===== src/rtl/fft_peak_bin_tracker.sv =====
// Tracks the strongest in-band FFT bin per frame and reports it as a
// one-cycle pulse with its squared magnitude and a voiced flag.
module fft_peak_bin_tracker #(
    parameter int          FFT_LEN    = 1024,
    parameter int          BIN_W      = $clog2(FFT_LEN),
    parameter int          MIN_BIN    = 2,
    parameter int          MAX_BIN    = FFT_LEN / 2 - 1,
    parameter logic [31:0] MAG_THRESH = 32'd4096
) (
    input  logic             clk_in,
    input  logic             rst_in,
    input  logic             enable_in,
    input  logic             fft_valid_in,
    input  logic             fft_last_in,
    input  logic [31:0]      fft_data_in,
    output logic [BIN_W-1:0] peak_bin_out,
    output logic [31:0]      peak_mag_out,
    output logic             voiced_out,
    output logic             peak_valid_out,
    output logic             frame_error_out
);

    typedef enum logic [1:0] {IDLE, ACCUM, SKIP, REPORT} state_t;

    localparam logic [BIN_W-1:0] TOP_BIN = BIN_W'(FFT_LEN - 1);
    localparam logic [BIN_W-1:0] LO_BIN  = BIN_W'(MIN_BIN);
    localparam logic [BIN_W-1:0] HI_BIN  = BIN_W'(MAX_BIN);

    state_t state, next_state;

    logic [BIN_W-1:0] cnt;
    logic             frame_en;
    logic             is_top;
    logic             bad_beat;
    logic             beat_acc;

    logic signed [15:0] re;
    logic signed [15:0] im;
    logic signed [30:0] re_x;
    logic signed [30:0] im_x;
    logic signed [30:0] re_sq;
    logic signed [30:0] im_sq;

    logic             s1_valid, s1_last, s1_acc, s1_err;
    logic [BIN_W-1:0] s1_bin;
    logic [30:0]      s1_rr, s1_ii;

    logic             s2_valid, s2_last, s2_acc, s2_err;
    logic [BIN_W-1:0] s2_bin;
    logic [31:0]      s2_mag;

    logic [31:0]      max_mag;
    logic [BIN_W-1:0] max_bin;
    logic [31:0]      base_mag;
    logic [BIN_W-1:0] base_bin;
    logic             in_band;
    logic             take;

    assign is_top   = (cnt == TOP_BIN);
    assign bad_beat = fft_valid_in && (fft_last_in != is_top);
    // enable is only honoured on bin 0; later beats reuse the captured value
    assign beat_acc = (cnt == '0) ? enable_in : frame_en;

    assign re    = fft_data_in[15:0];
    assign im    = fft_data_in[31:16];
    assign re_x  = 31'(re);
    assign im_x  = 31'(im);
    assign re_sq = re_x * re_x;
    assign im_sq = im_x * im_x;

    always_ff @(posedge clk_in or posedge rst_in) begin
        if (rst_in) begin
            cnt      <= '0;
            frame_en <= 1'b0;
        end else if (fft_valid_in) begin
            if (bad_beat || is_top)
                cnt <= '0;
            else
                cnt <= cnt + BIN_W'(1);
            if (cnt == '0)
                frame_en <= enable_in;
        end
    end

    always_ff @(posedge clk_in or posedge rst_in) begin
        if (rst_in) begin
            s1_valid <= 1'b0;
            s1_last  <= 1'b0;
            s1_acc   <= 1'b0;
            s1_err   <= 1'b0;
            s1_bin   <= '0;
            s1_rr    <= '0;
            s1_ii    <= '0;
            s2_valid <= 1'b0;
            s2_last  <= 1'b0;
            s2_acc   <= 1'b0;
            s2_err   <= 1'b0;
            s2_bin   <= '0;
            s2_mag   <= '0;
        end else begin
            s1_valid <= fft_valid_in;
            s1_last  <= fft_valid_in && fft_last_in && !bad_beat;
            s1_acc   <= fft_valid_in && beat_acc && !bad_beat;
            s1_err   <= bad_beat;
            s1_bin   <= cnt;
            s1_rr    <= re_sq;
            s1_ii    <= im_sq;
            s2_valid <= s1_valid;
            s2_last  <= s1_last;
            s2_acc   <= s1_acc;
            s2_err   <= s1_err;
            s2_bin   <= s1_bin;
            s2_mag   <= {1'b0, s1_rr} + {1'b0, s1_ii};
        end
    end

    // bin 0 restarts the search so a report can overlap the next frame
    always_comb begin
        base_mag = max_mag;
        base_bin = max_bin;
        if (s2_bin == '0) begin
            base_mag = '0;
            base_bin = LO_BIN;
        end
        in_band = (s2_bin >= LO_BIN) && (s2_bin <= HI_BIN);
        take    = s2_valid && s2_acc && in_band && (s2_mag > base_mag);
    end

    always_ff @(posedge clk_in or posedge rst_in) begin
        if (rst_in) begin
            max_mag <= '0;
            max_bin <= '0;
        end else if (s2_valid && s2_acc) begin
            max_mag <= take ? s2_mag : base_mag;
            max_bin <= take ? s2_bin : base_bin;
        end
    end

    always_ff @(posedge clk_in or posedge rst_in) begin
        if (rst_in)
            state <= IDLE;
        else
            state <= next_state;
    end

    always_comb begin
        next_state = state;
        unique case (state)
            IDLE: begin
                if (s2_valid && !s2_err)
                    next_state = s2_acc ? ACCUM : SKIP;
            end
            ACCUM: begin
                if (s2_err)
                    next_state = IDLE;
                else if (s2_valid && s2_last)
                    next_state = REPORT;
            end
            SKIP: begin
                if (s2_err || (s2_valid && s2_last))
                    next_state = IDLE;
            end
            REPORT: begin
                if (s2_valid && !s2_err)
                    next_state = s2_acc ? ACCUM : SKIP;
                else
                    next_state = IDLE;
            end
        endcase
    end

    always_ff @(posedge clk_in or posedge rst_in) begin
        if (rst_in) begin
            peak_bin_out    <= '0;
            peak_mag_out    <= '0;
            voiced_out      <= 1'b0;
            peak_valid_out  <= 1'b0;
            frame_error_out <= 1'b0;
        end else begin
            peak_valid_out  <= (state == REPORT);
            frame_error_out <= bad_beat;
            if (state == REPORT) begin
                peak_bin_out <= max_bin;
                peak_mag_out <= max_mag;
                voiced_out   <= (max_mag >= MAG_THRESH);
            end
        end
    end

endmodule


===== config.mk =====
export PLATFORM = sky130hd
export DESIGN_NAME = fft_peak_bin_tracker
export DESIGN_NICKNAME = d
export VERILOG_FILES = /design/src/rtl/fft_peak_bin_tracker.sv
export SDC_FILE = /design/constraint.sdc
export NUM_CORES = 2
export LEC_CHECK = 0
export BUFFER_PORTS_ARGS = -buffer_cell sky130_fd_sc_hd__clkbuf_2
export CORE_ASPECT_RATIO = 0.6
export CORE_MARGIN = 2
export CORE_UTILIZATION = 30
export CTS_BUF_LIST = sky130_fd_sc_hd__clkbuf_4
export CTS_CLUSTER_DIAMETER = 50
export DETAILED_ROUTE_END_ITERATION = 16
export PLACE_DENSITY = 0.56
export SLEW_MARGIN = 10
export SYNTH_ARGS = -nofsm -noshare
export SYNTH_HDL_FRONTEND = slang
export SYNTH_SLANG_ARGS = --single-unit
export TNS_END_PERCENT = 100

===== constraint.sdc =====
create_clock -name clk_in -period 6.39 [get_ports clk_in]
set_clock_uncertainty 0.05 [all_clocks]
set_input_delay 0.639 -clock clk_in [delete_from_list [all_inputs] [get_ports clk_in]]
set_output_delay 0.639 -clock clk_in [all_outputs]
set_load 0.01 [all_outputs]

==> impl_metrics.env <==
export IMPL_grt_pass1_wl_mm=104
export IMPL_post_cts_buffers=0
export IMPL_yosysUniqueCellTypes=64
export IMPL_clock_path_buffers=3
export IMPL_rows=84
export IMPL_worst_hold_path_type="in -> reg"
export IMPL_yosysTopAreaCell="fa_1"
export IMPL_rsz0062_at_grt="false"
export IMPL_crit_path_max_fanout=4
export IMPL_finalHoldViolCount=0
export IMPL_grt_pass1_vias=19000
export IMPL_antenna_found_initial=1
export IMPL_final_layout_size_suffix_gt1_share_pct=16.0
export IMPL_place_area_um2=30000
export IMPL_die_height_um=234
export IMPL_critPathKind="in -> reg"
export IMPL_start_util_pct=30.3
export IMPL_die_width_um=388
export IMPL_setup_viol=0
export IMPL_drt_iter0_drc=1089
export IMPL_ys_seq_area_share_pct=20.7
export IMPL_synthesis_nets=3388
export IMPL_drv_slew=0
export IMPL_yosys_top_cells_count="672 x inv_1, 458 x fa_1, 236 x ha_1"
export IMPL_pre_cts_slack_ns=-0.289
export IMPL_wl_per_cell_um=15.0
export IMPL_yosysMostFrequentCell="inv_1"
export IMPL_nets=3705
export IMPL_synth_top_area_share_pct=34.6
export IMPL_period_minus_slack_ns=6.01
export IMPL_hpwlAfterDp_mm=54.7
export IMPL_yosys_warnings=0
export IMPL_timing_fmax_mhz=166
export IMPL_htree_num_levels=2
export IMPL_die_area_um2=90800
export IMPL_register_area_um2=5480
export IMPL_synth_edf_count=0
export IMPL_slew_headroom_pct=28.8
export IMPL_cts_sinks=219
export IMPL_final_cell_area_um2=30700
export IMPL_drc=0
export IMPL_via_per_inst=4.38
export IMPL_worstSkewPairLatency_ns=0.70
export IMPL_cp_end_kind="flop"
export IMPL_ios=82
export IMPL_worstPathRequired_ns=6.92
export IMPL_ys_ff_latch=219
export IMPL_setup_worst_path_start_class="input port"
export IMPL_hold_slack_ns=0.145
export IMPL_gp_congestion=0.854
export IMPL_grt_max_degree=126
export IMPL_async_flop_share_pct=100
export IMPL_areaGrowthSynthToFinish_pct=15.9
export IMPL_cts_tree="built"
export IMPL_path_clk_slew_ns=0.07
export IMPL_multiInputGateArea_um2=18200
export IMPL_max_cap_violations=0
export IMPL_synth_area_um2=26500
export IMPL_final_setup_worst_slack_ns=0.378
export IMPL_ant_nets=0
export IMPL_num_vias=18300
export IMPL_worstPathCellList="clkbuf_2 -> clkinv_1 -> nor2_1 -> inv_1 -> fa_1 -> inv_1 -> fa_1 -> fa_1 -> inv_1 -> fa_1 -> fa_1 -> fa_1 -> inv_1 -> ha_1 -> a21o_1 -> a221oi_1 -> o211a_1 -> a21boi_1 -> a311oi_1 -> a21oi_1 -> a211o_1 -> a21oi_1 -> xnor2_1"
export IMPL_drt_pass1_iterations=5
export IMPL_core_area_um2=87500
export IMPL_fin_crit_sh_pct=94.1
export IMPL_crit_arrival_ns=6.55
export IMPL_ys_top_cells_by_area="fa_1 35%, dfrtp_1 21%, ha_1 11%"
export IMPL_avgSynthCellArea_um2=9.98
export IMPL_wirelength_mm=62.7
export IMPL_cp_common_cell="fa_1"
export IMPL_cts_inserted_buffers=51
export IMPL_crit_slowest_cell="fa_1"
export IMPL_grt_usage_pct=14.4
export IMPL_synth_cells=2657
export IMPL_worst_pin_slew_ns=1.06
export IMPL_cts_root_buf="clkbuf_4"
export IMPL_status="complete, no violations"
export IMPL_tns_ns=0
export IMPL_nFillCells=8894
export IMPL_max_stage_delay_ns=0.54
export IMPL_ys_flop_type="dfrtp_1"
export IMPL_io_buffers=81
export IMPL_overflow=0
-- placed cells by master, fill, tap and decap left out, types with 11 or more instances in the layout --
| cell type | instances |
|---|---|
| a221o_1 | 32 |
| clkbuf_4 | 75 |
| nor2b_1 | 18 |
| nor3_1 | 15 |
| a21o_1 | 40 |
| and3_1 | 16 |
| nand3_1 | 21 |
| clkbuf_2 | 81 |
| and2_1 | 57 |
| xnor2_1 | 88 |
| dfrtp_1 | 219 |
| o21ai_0 | 28 |
| nand2_1 | 212 |
| a21oi_1 | 71 |
| nor4_1 | 11 |
| clkinv_1 | 15 |
| mux2_2 | 45 |
| fa_1 | 457 |
| nor2_1 | 159 |
| xor2_1 | 35 |
| o21a_1 | 12 |
| buf_4 | 246 |
| inv_1 | 670 |
| ha_1 | 236 |
| nand4_1 | 20 |
| o21bai_1 | 15 |
-- worst paths after layout --
kind                            slack (ns)  cells past startpoint           startpoint                      endpoint
worst min register to register        0.30                      0  s1_bin[5]$_DFF_PP0_           s2_bin[5]$_DFF_PP0_
min in group asynchronous             0.52                      3               rst_in   peak_mag_out[4]$_DFFE_PP0P_
max in group asynchronous             4.52                      4               rst_in  peak_mag_out[19]$_DFFE_PP0P_
worst min-delay path                  0.14                      2            enable_in          frame_en$_DFFE_PP0P_
worst max-delay path                  0.38                     23       fft_data_in[3]           s1_rr[29]$_DFF_PP0_
worst max register to register        1.84                     14  s2_bin[2]$_DFF_PP0_       max_mag[26]$_DFFE_PP0P_
-- stage by stage --
step,util [%],instances
2_1_floorplan,-,2657
3_3_place_gp,34.3,4081
3_5_place_dp,34.3,4081
4_1_cts,35.1,4175
5_1_grt,35.1,4176
6_report,35.1,4177
-- critical path, delay by kind of cell --
kind                     cells  cell delay [ns]
XOR/XNOR                     1             0.15
AND/OR/NAND/NOR              1             0.24
adder cells (fa/ha/maj)      7             3.09
buffers and inverters        6             0.54
AO/OA/AOI/OAI                8             1.86
-- registers in the layout (all words and copies together) (netlist names), 2 cells and up --
name	cells
s2_mag	32
max_mag	32
s1_ii	30
peak_bin_out	10
s1_rr	30
max_bin	10
state	2
cnt	10
s2_bin	10
peak_mag_out	32
s1_bin	10
-- routing by layer --
metal	part of all wire [%]	GRT usage, %
met3	7.2	3.06
met5	0	0
met2	37	19.0
met1	55	24.1
met4	0.45	1.31
-- what timing repair did --
item                                   4_1_cts  5_1_grt
resized for setup                            0        0
hold buffers                                 1        0
endpoints found under the hold margin       26        0
-- layout make-up --
class / count / area share, %
sequential: 219 / 17.8
clock buffer: 75 / 1.83
timing repair buffer: 333 / 7.69
clock inverter: 18 / 0.350
multi-input combinational: 1693 / 59.3
inverter: 676 / 8.28
tap: 1161 / 4.73
antenna: 2 / 0.0163
-- cell families (layout without fill, tap and decap cells) --
group / count (synthesis) / in the layout / share of synthesized area [%]
AO/OA/AOI/OAI: 277 / 277 / 7.46
XOR/XNOR: 123 / 123 / 4.06
adder cells (fa/ha/maj): 695 / 695 / 45.8
buffers and inverters: 745 / 1102 / 10.7
flip-flops: 219 / 219 / 20.7
multiplexers: 46 / 46 / 1.95
other: 0 / 2 / 0
AND/OR/NAND/NOR: 552 / 552 / 9.39
Power is not shown: default switching activity piles up to over one toggle a cycle in this logic, so the estimate is an artifact.
